[config.mk]
export PLATFORM = sky130hd
export DESIGN_NAME = basic_or
export DESIGN_NICKNAME = d
export VERILOG_FILES = /design/src/rtl/or_reduce_flags.sv /design/src/rtl/basic_or.sv
export SDC_FILE = /design/constraint.sdc
export NUM_CORES = 1
export LEC_CHECK = 0
export ABC_AREA = 1
export ABC_CLOCK_PERIOD_IN_PS = 800
export BUFFER_PORTS_ARGS = -buffer_cell sky130_fd_sc_hd__buf_2
export CORE_UTILIZATION = 43
export CTS_BUF_LIST = sky130_fd_sc_hd__clkbuf_8
export DETAILED_ROUTE_END_ITERATION = 16
export GPL_ROUTABILITY_DRIVEN = 0
export PLACE_DENSITY = 0.8
export SETUP_SLACK_MARGIN = 0.02
export SLEW_MARGIN = 20
export SYNTH_ARGS = -nofsm -noshare
export SYNTH_HDL_FRONTEND = slang
export SYNTH_SLANG_ARGS = --single-unit
[constraint.sdc]
create_clock -name clk -period 0.8 [get_ports clk]
set_input_delay 0.04 -clock clk [delete_from_list [all_inputs] [get_ports clk]]
set_output_delay 0.04 -clock clk [all_outputs]
set_load 0.02 [all_outputs]
[src/rtl/or_reduce_flags.sv]
// ---------------------------------------------------------------------------
// or_reduce_flags
// Purpose : reduction flags for a WIDTH-bit vector.
// Ports   :
//   i_vec  [WIDTH-1:0]  vector to reduce
//   o_any               1 when any bit of i_vec is set (reduction OR)
//   o_all               1 when every bit of i_vec is set (reduction AND)
// For WIDTH=1 both flags collapse to the single input bit.
// ---------------------------------------------------------------------------
module or_reduce_flags #(
  parameter int WIDTH = 8
) (
  input  logic [WIDTH-1:0] i_vec,
  output logic             o_any,
  output logic             o_all
);

  assign o_any = |i_vec;
  assign o_all = &i_vec;

endmodule

[src/rtl/basic_or.sv]
// ---------------------------------------------------------------------------
// basic_or
// Purpose : bitwise OR of two operands with a combinational result, a
//           registered result with reduction flags, and a sticky OR
//           accumulator.
// Ports   :
//   clk        rising-edge clock for all registered outputs
//   rst_n      asynchronous active-low reset (clears every register)
//   a, b       [WIDTH-1:0] operands
//   in_valid   qualifies a/b for the registered path
//   acc_en     with in_valid, folds a|b into the accumulator
//   acc_clr    synchronous accumulator clear (dominates acc_en)
//   out        [WIDTH-1:0] combinational a|b, unaffected by clock/reset
//   out_q      [WIDTH-1:0] a|b captured on valid cycles, held otherwise
//   out_valid  in_valid delayed by one cycle
//   any_q      |(a|b) captured on valid cycles
//   all_q      &(a|b) captured on valid cycles
//   acc_q      [WIDTH-1:0] sticky accumulated OR
// Handshake: there is no backpressure. A cycle with in_valid=1 is one
// transaction; its registered result appears on out_q/any_q/all_q in the
// following cycle, flagged by out_valid=1. With out_valid=0 the registered
// result reflects the most recent valid transaction (or reset).
// ---------------------------------------------------------------------------
module basic_or #(
  parameter int WIDTH = 8
) (
  input  logic             clk,
  input  logic             rst_n,
  input  logic [WIDTH-1:0] a,
  input  logic [WIDTH-1:0] b,
  input  logic             in_valid,
  input  logic             acc_en,
  input  logic             acc_clr,
  output logic [WIDTH-1:0] out,
  output logic [WIDTH-1:0] out_q,
  output logic             out_valid,
  output logic             any_q,
  output logic             all_q,
  output logic [WIDTH-1:0] acc_q
);

  logic [WIDTH-1:0] w_or;
  logic             w_any;
  logic             w_all;

  assign w_or = a | b;
  assign out  = w_or;

  or_reduce_flags #(
    .WIDTH (WIDTH)
  ) u_flags (
    .i_vec (w_or),
    .o_any (w_any),
    .o_all (w_all)
  );

  always_ff @(posedge clk or negedge rst_n) begin
    if (!rst_n) begin
      out_q     <= '0;
      out_valid <= 1'b0;
      any_q     <= 1'b0;
      all_q     <= 1'b0;
      acc_q     <= '0;
    end else begin
      out_valid <= in_valid;
      if (in_valid) begin
        out_q <= w_or;
        any_q <= w_any;
        all_q <= w_all;
      end
      // Clear wins over accumulate; the current a|b is dropped in that case.
      if (acc_clr) begin
        acc_q <= '0;
      end else if (in_valid && acc_en) begin
        acc_q <= acc_q | w_or;
      end
    end
  end

endmodule

==> results of run 1 <==
-- Yosys cell counts (all sizes together) --
cell type  count  share of area (%)
inv           12                5.7
a21oi          8                5.0
o21ai          7                4.4
dfrtp         19                 60
nand2         26                 12
buf            2                1.9
nand3          1               0.63
nor2          20                 10
-- worst paths after layout --
path / start / end / slack (ns) / cells after the start
worst max-delay path: acc_q[2]$_DFFE_PN0P_ / acc_q[2] / -0.04 / 1
worst min-delay path: acc_clr / acc_q[4]$_DFFE_PN0P_ / 0.04 / 2
worst max register to register: out_q[4]$_DFFE_PN0P_ / out_q[4]$_DFFE_PN0P_ / 0.03 / 3
worst min register to register: out_q[0]$_DFFE_PN0P_ / out_q[0]$_DFFE_PN0P_ / 0.51 / 2
max in group asynchronous: rst_n / acc_q[1]$_DFFE_PN0P_ / 0.25 / 2
min in group asynchronous: rst_n / all_q$_DFFE_PN0P_ / 0.26 / 2
-- power breakdown --
part / total (mW) / internal [mW] / switching [mW]
logic: 0.567 / 0.266 / 0.301
registers: 1.09 / 1.03 / 0.0536
clock network: 0.640 / 0.340 / 0.299
-- kinds of logic (layout without fill, tap and decap cells) --
kind of cell	after synthesis	count (layout)	synth area share [%]
simple gates	47	47	23.27
flops	19	19	59.75
compound gates	15	15	9.434
buf+inv	14	70	7.547
-- worst register-to-register path: cells and delay by family (launching register included) --
kind / cells / cell delay (ns)
buffers and inverters: 1 / 0.12
DFF: 1 / 0.40
AOI/OAI and AO/OA: 1 / 0.07
and+or+nand+nor: 1 / 0.06
-- stage by stage --
| step | cells | cell area (sq um) | hold WS, ns | power (mW) | TNS [ns] |
|---|---|---|---|---|---|
| 4_1_cts | 174 | 1254 | 0.04410 | 2.267 | -0.3147 |
| 3_3_place_gp | 165 | 1047 | -0.009620 | 1.512 | 0 |
| 2_1_floorplan | 95 | 795.8 | -0.2556 | 1.334 | 0 |
| 6_report | 176 | 1275 | 0.04309 | 2.292 | -0.3731 |
| 5_1_grt | 176 | 1275 | 0.05735 | 2.397 | -0.8324 |
| 3_5_place_dp | 165 | 1047 | -0.005114 | 1.523 | 0 |
-- state kept, by name, indices dropped and copies added (netlist names) --
name and cells:
out_valid 1, all_q 1, acc_q 8, any_q 1, out_q 8
-- layout make-up --
type | instances | area [sq um]
Inverter | 12 | 45.04
Fill cell | 155 | 451.7
Timing Repair Buffer | 54 | 415.4
Clock inverter | 1 | 3.754
Tap cell | 25 | 31.28
Sequential cell | 19 | 475.5
Clock buffer | 3 | 41.29
Multi-Input combinational cell | 62 | 262.8
-- per-layer routing --
metal | part of all wire (%) | vias to the layer above | track usage (%)
met5 | 0 | - | 0
met4 | 0 | 0 | 3.636
met3 | 6.1 | 0 | 4.000
met2 | 51 | 39 | 36.81
met1 | 43 | 372 | 27.75
li1 | - | 403 | -
-- repair_timing --
item                       4_1_cts  5_1_grt
pin swaps                        0        1
setup endpoints to repair       19       21
gates resized for setup         38        4
cloned                           0        0
buffers inserted                 3        2
hold buffers                     2        0
hold endpoints to repair        20        0
==> flow_summary.toml, run 1 <==
[clock_tree]
numClockSinks = 19
ctsRootBufferMaster = "clkbuf_8"
worst_skew_pair_latency_ns = 0.25
clock_tree_from_tritoncts = "yes"
numCtsBuffers = 3
htree_levels = 1
maximum_buffer_depth_of_the_clock_tree = 2
cts.reportedPaths.clkPinSlew_ns = 0.07

[layout]
synthToLayoutAreaGrowth_pct = 60.22
commonest_cells_after_routing_fill_and_taps_aside = "28 x buf_2, 25 x nand2_1, 20 x buf_6"
finish.utilization_pct = 73.84
commonest_non_fill_non_tap_cell_in_the_layout = "buf_2"
drive_above_1_share_pct = 40.40
finish.net_count = 173
antennaDiodeCount = 0

[worst_setup_path]
start_kind = "flip-flop"
worst_path_dominant_cell_family = "flip-flops"
critical_path_peak_fanout = 2
timing.critical_path.slowest_stage_cell = "dfrtp_1"
timing.setup.critical_path_class = "reg2out"
crit_path_cell_trace = "buf_6"
worst_path_arrival_ns = 0.80
critical_path.max_stage_delay_ns = 0.40
cp.required_ns = 0.76
worst-path-buf-inv = 1
kind_of_end_point_of_the_critical_path = "primary output"

[global_route]
grt_overflow = 0
grt_start_max_net_pins = 20
grt_first_pass_wirelength_microns = 3132
first_global_vias = 760
grt.total_usage_pct = 21.16
number_of_antenna_violations_at_the_first_check_in_global_routing = 0

[hold_path]
hold_path.class = "in2reg"

[synth]
avgSynthCellArea_sq_um = 8.376
seq_total_area_yosys_pct = 59.75
ys_types = 11
yosys_warnings = 0
synthesis.instances = 95
ys_ff_latch = 19
mappedNetlistArea_sq_um = 795.8
synth.net_count = 116

[floorplanning]
die_height_microns = 45.02
floorplan.rows = 15
top_level_ports = 48
coreArea_sq_um = 1727
area_enclosed_by_the_die_boundary_sq_um = 2027
floorplan.die.width_microns = 45.02
effective_utilization_at_floorplan_pct = 46.09

[sta]
rsz0062_at_grt = "yes"
clock.fmax_mhz = 1195
min_period_over_period_pct = 104.6
timing.final.max_slew_violations = 0
final.setup.worst_slack_ns = -0.03680
max_slew.worst_pin.slew_ns = 0.4172
report.final.hold_viol_count = 0
max_slew_margin_pct = 72.19
fin_worst_skew_ns = 0
setup_viol = 18
layout_min_cycle_time_ns = 0.8368

[flow_run]
maxCapViolCount = 0

[route]
drt_via_density = 4.625
total_drc_errors_in_the_routed_layout = 0
detailedRoute.firstIterationViolations = 21
drtPass1Iterations = 4
final_antenna_net_count = 0
vias = 814
total_wire_length_microns = 2025
routed_wire_length_per_instance_microns = 11.51

[placement]
dp_hpwl_microns = 1396
numPortBuffers = 47
worst_setup_slack_before_clock_tree_synthesis_ns = 0.02238

[outcome]
violations = "negative setup slack"
result_of_the_run = "finished, violations left"

[power_and_ir_drop]
worst_case_vdd_ir_drop_v = 0.001144
leakage_nw = 0.6824
power_density_nw_per_um2 = 1798
No activity file was read; power rests on OpenSTA's default activity.
==> run 2: changes to the inputs <==
--- a/config.mk
+++ b/config.mk
@@ -13,8 +13,10 @@
 export DETAILED_ROUTE_END_ITERATION = 16
 export GPL_ROUTABILITY_DRIVEN = 0
 export PLACE_DENSITY = 0.8
+export RECOVER_POWER = 100
 export SETUP_SLACK_MARGIN = 0.02
 export SLEW_MARGIN = 20
 export SYNTH_ARGS = -nofsm -noshare
 export SYNTH_HDL_FRONTEND = slang
 export SYNTH_SLANG_ARGS = --single-unit
+export TNS_END_PERCENT = 1
==> run 2 against run 1 <==
Compared with the run above: the flow still finishes with violations (negative setup slack); routed wire length down 7.2%; clock-buffer cell count unchanged; sequential cell count unchanged; setup slack better by 0.0014 ns; sequential power about the same; critical path depth unchanged; register-to-register slack better by 0.03 ns; first-iteration DRC count down 19%; design area down 9.4%; global-route usage down 2.5 points; via count down 5.2%; critical endpoint is now acc_q[3]; largest cell class unchanged.
==> flow_summary.toml, run 2 (synthesized netlist as in run 1, its figures left out) <==
[sta]
layout_min_cycle_time_ns = 0.8354
setup_viol = 18
report.final.hold_viol_count = 0
timing.final.max_slew_violations = 0
clock.fmax_mhz = 1197
max_slew.worst_pin.slew_ns = 0.4528
max_slew_margin_pct = 69.81
final.setup.worst_slack_ns = -0.03536
min_period_over_period_pct = 104.4
rsz0062_at_grt = "yes"
fin_worst_skew_ns = 0
timing.hold.ws_ns = 0.04379
fin_tns_setup_ns = -0.4505

[clock_tree]
maximum_buffer_depth_of_the_clock_tree = 2
ctsRootBufferMaster = "clkbuf_8"
cts.reportedPaths.clkPinSlew_ns = 0.07
worst_skew_pair_latency_ns = 0.25
clock_tree_from_tritoncts = "yes"
numClockSinks = 19
numCtsBuffers = 3
htree_levels = 1

[hold_path]
hold_path.class = "in2reg"
holdCritStartpoint = "acc_clr"
min_path_cells = 2

[global_route]
grt.total_usage_pct = 18.69
number_of_antenna_violations_at_the_first_check_in_global_routing = 0
grt_first_pass_wirelength_microns = 2773
grt_overflow = 0
first_global_vias = 656
grt_start_max_net_pins = 20

[worst_setup_path]
start_kind = "flip-flop"
timing.critical_path.slowest_stage_cell = "dfrtp_1"
worst_r2r_path_depth = 3
cp.required_ns = 0.76
worst_path_arrival_ns = 0.80
crit_cells = 1
critical_path_peak_fanout = 2
critical_path.max_stage_delay_ns = 0.40
kind_of_end_point_of_the_critical_path = "primary output"
crit_path_cell_trace = "buf_6"
startpoint_of_the_most_critical_register_to_register_path = "all_q$_DFFE_PN0P_"
worst-path-buf-inv = 1
worstSetupStartpoint = "acc_q[3]$_DFFE_PN0P_"
timing.setup.critical_path_class = "reg2out"
worst_path_dominant_cell_family = "flip-flops"

[placement]
dp_hpwl_microns = 1396
worst_setup_slack_before_clock_tree_synthesis_ns = 0.02238
placed_cells_incl_taps = 165
numPortBuffers = 47

[layout]
synthToLayoutAreaGrowth_pct = 45.13
final-instance-count-excl-fill = 172
final.fill_count = 175
drive_above_1_share_pct = 31.97
commonest_cells_after_routing_fill_and_taps_aside = "32 x buf_2, 26 x nand2_1, 20 x nor2_1"
biggestRegsByFlops = "acc_q: 8 flops, out_q: 8 flops"
antennaDiodeCount = 0
commonest_non_fill_non_tap_cell_in_the_layout = "buf_2"
finish.net_count = 169

[route]
detailroute.wirelength.met2_microns = 856
drtPass1Iterations = 4
final_antenna_net_count = 0
routed.top_layer = "met4"
total_wire_length_microns = 1879
met3RoutedLength_microns = 134
vias = 772
detailedRoute.firstIterationViolations = 17
drt_via_density = 4.488
routed_wire_length_per_instance_microns = 10.92
routed_met1_length_microns = 881
total_drc_errors_in_the_routed_layout = 0

[power_and_ir_drop]
worst_case_vdd_ir_drop_v = 0.001156
power_density_nw_per_um2 = 1898
leakage_nw = 0.6281

[outcome]
violations = "negative setup slack"
result_of_the_run = "finished, violations left"

[floorplanning]
area_enclosed_by_the_die_boundary_sq_um = 2027
floorplan.rows = 15
coreArea_sq_um = 1727
floorplan.die.width_microns = 45.02
die_height_microns = 45.02
top_level_ports = 48
effective_utilization_at_floorplan_pct = 46.09

[flow_run]
maxCapViolCount = 0
==> run 2: cell types whose count changed in the layout (fill, tap and decap cells not counted), sizes merged <==
cell    before  now
clkbuf       3   11
buf         52   40
==> run 2: final cells by class <==
type | instances | area, sq um | area share [%]
Inverter | 12 | 45.04 | 3.900
Sequential cell | 19 | 475.5 | 41.17
Clock buffer | 3 | 41.29 | 3.575
Multi-Input combinational cell | 62 | 252.7 | 21.89
Tap cell | 25 | 31.28 | 2.709
Timing Repair Buffer | 50 | 305.3 | 26.44
Clock inverter | 1 | 3.754 | 0.3250
==> run 2: timing repair <==
item | in CTS | in global routing
endpoints found under the hold margin | 20 | 0
setup endpoints to repair | 19 | 19
resized for setup | 8 | 8
setup buffers | 1 | 0
hold buffers | 2 | 0
==> run 2: per-layer routing <==
layer	track usage (%)	up-vias
li1	-	394
met1	26.70	336
met2	29.86	40
met3	3.600	2
met4	3.636	0
met5	0	-
==> run 2: per-stage QoR <==
| step | power (mW) | utilization, % | area, sq um |
|---|---|---|---|
| 6_report | 2.191 | 66.88 | 1155 |
| 4_1_cts | 2.173 | 66.30 | 1145 |
| 3_3_place_gp | 1.512 | 60.65 | 1047 |
| 2_1_floorplan | 1.334 | - | 795.8 |
| 3_5_place_dp | 1.523 | 60.65 | 1047 |
| 5_1_grt | 2.287 | 66.88 | 1155 |
==> run 2: worst paths after layout <==
kind	slack, ns	endpoint
setup / recovery	-0.04	acc_q[3]
hold / removal	0.04	acc_q[4]$_DFFE_PN0P_
setup reg to reg	0.06	all_q$_DFFE_PN0P_
hold reg to reg	0.48	out_q[1]$_DFFE_PN0P_
max in group asynchronous	0.22	acc_q[6]$_DFFE_PN0P_
min in group asynchronous	0.27	any_q$_DFFE_PN0P_
==> run 2: power by group <==
| group | internal, mW | switching [mW] | total (mW) |
|---|---|---|---|
| sequential | 1.03 | 0.0420 | 1.07 |
| clock | 0.340 | 0.304 | 0.644 |
| combinational | 0.185 | 0.289 | 0.473 |
| total | 1.56 | 0.634 | 2.19 |
==> run 3: changes to the inputs <==
--- a/config.mk
+++ b/config.mk
@@ -5,16 +5,16 @@
 export SDC_FILE = /design/constraint.sdc
 export NUM_CORES = 1
 export LEC_CHECK = 0
-export ABC_AREA = 1
 export ABC_CLOCK_PERIOD_IN_PS = 800
 export BUFFER_PORTS_ARGS = -buffer_cell sky130_fd_sc_hd__buf_2
-export CORE_UTILIZATION = 43
+export CORE_UTILIZATION = 44
 export CTS_BUF_LIST = sky130_fd_sc_hd__clkbuf_8
 export DETAILED_ROUTE_END_ITERATION = 16
 export GPL_ROUTABILITY_DRIVEN = 0
-export PLACE_DENSITY = 0.8
+export PLACE_DENSITY = 0.81
 export RECOVER_POWER = 100
 export SETUP_SLACK_MARGIN = 0.02
+export SKIP_CTS_REPAIR_TIMING = 1
 export SLEW_MARGIN = 20
 export SYNTH_ARGS = -nofsm -noshare
 export SYNTH_HDL_FRONTEND = slang
==> run 3 against run 2 <==
Compared with the run above: the flow still finishes with violations (negative setup slack); routed wire length up 11%; utilization up 2.4 points; register-to-register slack worse by 0.06 ns; combinational power up 4%; clock skew unchanged; critical path type unchanged; non-clock buffer count up 7.
==> flow_summary.toml, run 3 <==
[global_route]
grt_overflow = 0
grt_start_max_net_pins = 20
number_of_antenna_violations_at_the_first_check_in_global_routing = 0
grt_first_pass_wirelength_microns = 2787
first_global_vias = 643
grt.total_usage_pct = 20.74

[route]
vias = 740
drtPass1Iterations = 4
routed_met1_length_microns = 727
routed.top_layer = "met4"
final_antenna_net_count = 0
detailedRoute.firstIterationViolations = 16
drt_via_density = 5.000
total_wire_length_microns = 2079
met3RoutedLength_microns = 95
detailroute.wirelength.met2_microns = 1206
routed_wire_length_per_instance_microns = 14.05
total_drc_errors_in_the_routed_layout = 0

[sta]
setup_viol = 19
clock.fmax_mhz = 1156
max_slew_margin_pct = 70.04
fin_worst_skew_ns = 0
final.setup.worst_slack_ns = -0.06474
timing.final.max_slew_violations = 0
max_slew.worst_pin.slew_ns = 0.4494
layout_min_cycle_time_ns = 0.8647
report.final.hold_viol_count = 0
rsz0062_at_grt = "yes"
min_period_over_period_pct = 108.1

[layout]
finish.utilization_pct = 69.28
commonest_cells_after_routing_fill_and_taps_aside = "34 x buf_2, 19 x dfrtp_1, 10 x nor2_1"
commonest_non_fill_non_tap_cell_in_the_layout = "buf_2"
final.fill_count = 135
biggestRegsByFlops = "acc_q: 8 flops, out_q: 8 flops"
antennaDiodeCount = 0
finish.net_count = 145
synthToLayoutAreaGrowth_pct = 48.91
total_area_of_sequential_cells_sq_um = 475.5
final_cell_area_sq_um = 1196
drive_above_1_share_pct = 60.16
multi_input_comb_area_sq_um = 282.8

[worst_setup_path]
critical_path.max_stage_delay_ns = 0.40
cp.required_ns = 0.76
worst_path_dominant_cell_family = "flip-flops"
worstSetupStartpoint = "acc_q[2]$_DFFE_PN0P_"
timing.setup.critical_path_class = "reg2out"
kind_of_end_point_of_the_critical_path = "primary output"
startpoint_of_the_most_critical_register_to_register_path = "acc_q[2]$_DFFE_PN0P_"
worst_r2r_path_depth = 3
worst_path_arrival_ns = 0.82
worst-path-buf-inv = 1
r2r-end = "acc_q[2]$_DFFE_PN0P_"
worst-r2r-setup-slack_ns = 0
timing.critical_path.slowest_stage_cell = "dfrtp_1"
start_kind = "flip-flop"
crit_path_cell_trace = "buf_4"
critical_path_peak_fanout = 2

[floorplanning]
effective_utilization_at_floorplan_pct = 46.52
coreArea_sq_um = 1727
floorplan.rows = 15
floorplan.die.width_microns = 44.73
area_enclosed_by_the_die_boundary_sq_um = 2000
die_height_microns = 44.73
top_level_ports = 48

[synth]
post-synth-top-area-cell = "dfrtp_1"
synth-edff-count = 0
synth_top_cells_by_count = "19 x dfrtp_1, 11 x nor2_1, 8 x a21oi_1, 8 x mux2_2, 7 x clkbuf_1"
mappedNetlistArea_sq_um = 803.3
synthesis.instances = 73
yosys_warnings = 0
seq_total_area_yosys_pct = 59.19
synth.net_count = 94
synthMostInstantiatedCell = "dfrtp_1"
synth_largest_type_area_fraction_pct = 59.19
ys_ff_latch = 19
ys_types = 17
avgSynthCellArea_sq_um = 11.00
ys_async_sr_fraction_pct = 100.0
synth_top_flop_cell = "dfrtp_1"
ys_top_cells_by_area = "dfrtp_1 59%, mux2_2 11%, nor2_1 5.1%"

[placement]
numPortBuffers = 47
dp_hpwl_microns = 1481
dpl_cell_area_sq_um = 1069

[hold_path]
min_path_cells = 2
hold_path.class = "in2reg"
holdCritStartpoint = "acc_clr"
min_delay_worst_endpoint = "acc_q[1]$_DFFE_PN0P_"

[clock_tree]
numClockSinks = 19
worst_skew_pair_latency_ns = 0.26
clock_tree_from_tritoncts = "yes"
numCtsBuffers = 3
ctsRootBufferMaster = "clkbuf_8"
htree_levels = 1
cts.reportedPaths.clkPinSlew_ns = 0.07
maximum_buffer_depth_of_the_clock_tree = 2

[flow_run]
maxCapViolCount = 0

[outcome]
violations = "negative setup slack"
result_of_the_run = "finished, violations left"

[power_and_ir_drop]
worst_case_vdd_ir_drop_v = 0.001025
leakage_nw = 0.5780
power_density_nw_per_um2 = 1864
## run 3: changes by cell type after synthesis, moves of 3 or more
cell / before / now
clkbuf_1: 0 / 7
inv_1: 10 / 1
mux2_2: 0 / 8
o21ai_0: 7 / 0
or2_1: 0 / 4
nand2_1: 26 / 1
or2_2: 0 / 4
nor2_1: 17 / 11
nor2_2: 3 / 0
## run 3: power breakdown
| group | internal (mW) | switching [mW] | leakage [nW] |
|---|---|---|---|
| logic | 0.217 | 0.274 | 0.329 |
| clock network | 0.347 | 0.326 | 0.0255 |
| registers | 1.03 | 0.0372 | 0.223 |
| total | 1.59 | 0.637 | 0.578 |
## run 3: cell families (layout without fill, tap and decap cells)
| family | Yosys count | count (layout) | synth area share (%) |
|---|---|---|---|
| muxes | 8 | 8 | 11.22 |
| DFF | 19 | 19 | 59.19 |
| and+or+nand+nor | 24 | 24 | 15.73 |
| buffers and inverters | 12 | 62 | 6.853 |
| AOI/OAI and AO/OA | 10 | 10 | 7.010 |
## run 3: stage by stage
| step | hold WS, ns | setup slack (ns) | std cells | power (mW) | TNS (ns) |
|---|---|---|---|---|---|
| 3_3_place_gp | -0.006264 | -0.1139 | 139 | 1.511 | -0.6615 |
| 6_report | 0.04840 | -0.06474 | 148 | 2.230 | -0.7312 |
| 4_1_cts | -0.2850 | -0.06914 | 143 | 2.193 | -0.8208 |
| 2_1_floorplan | -0.2556 | -0.1043 | 73 | 1.342 | -0.6095 |
| 5_1_grt | 0.06528 | -0.07982 | 148 | 2.321 | -1.157 |
| 3_5_place_dp | -0.003243 | -0.1322 | 139 | 1.527 | -0.8240 |
## run 3: how the worst max path moves through the flow
stage	end	slack (ns)	cells past startpoint
floorplan	any_q$_DFFE_PN0P_	-0.10	4
global placement	any_q$_DFFE_PN0P_	-0.11	4
detailed placement	any_q$_DFFE_PN0P_	-0.13	4
CTS	any_q	-0.07	1
global route	acc_q[2]	-0.08	1
finish	acc_q[2]	-0.06	1
## run 3: layout make-up
| type | instances | share of cell area [%] |
|---|---|---|
| Multi-Input combinational cell | 42 | 23.64 |
| Inverter | 1 | 0.3138 |
| Tap cell | 25 | 2.615 |
| Clock buffer | 3 | 3.452 |
| Clock inverter | 1 | 0.4184 |
| Sequential cell | 19 | 39.75 |
| Timing Repair Buffer | 57 | 29.81 |
## run 3: per-layer routing
| metal | track usage [%] | up-vias |
|---|---|---|
| met5 | 0 | - |
| met4 | 12.73 | 0 |
| met2 | 37.06 | 28 |
| met3 | 6.000 | 4 |
| met1 | 21.22 | 372 |
| li1 | - | 336 |
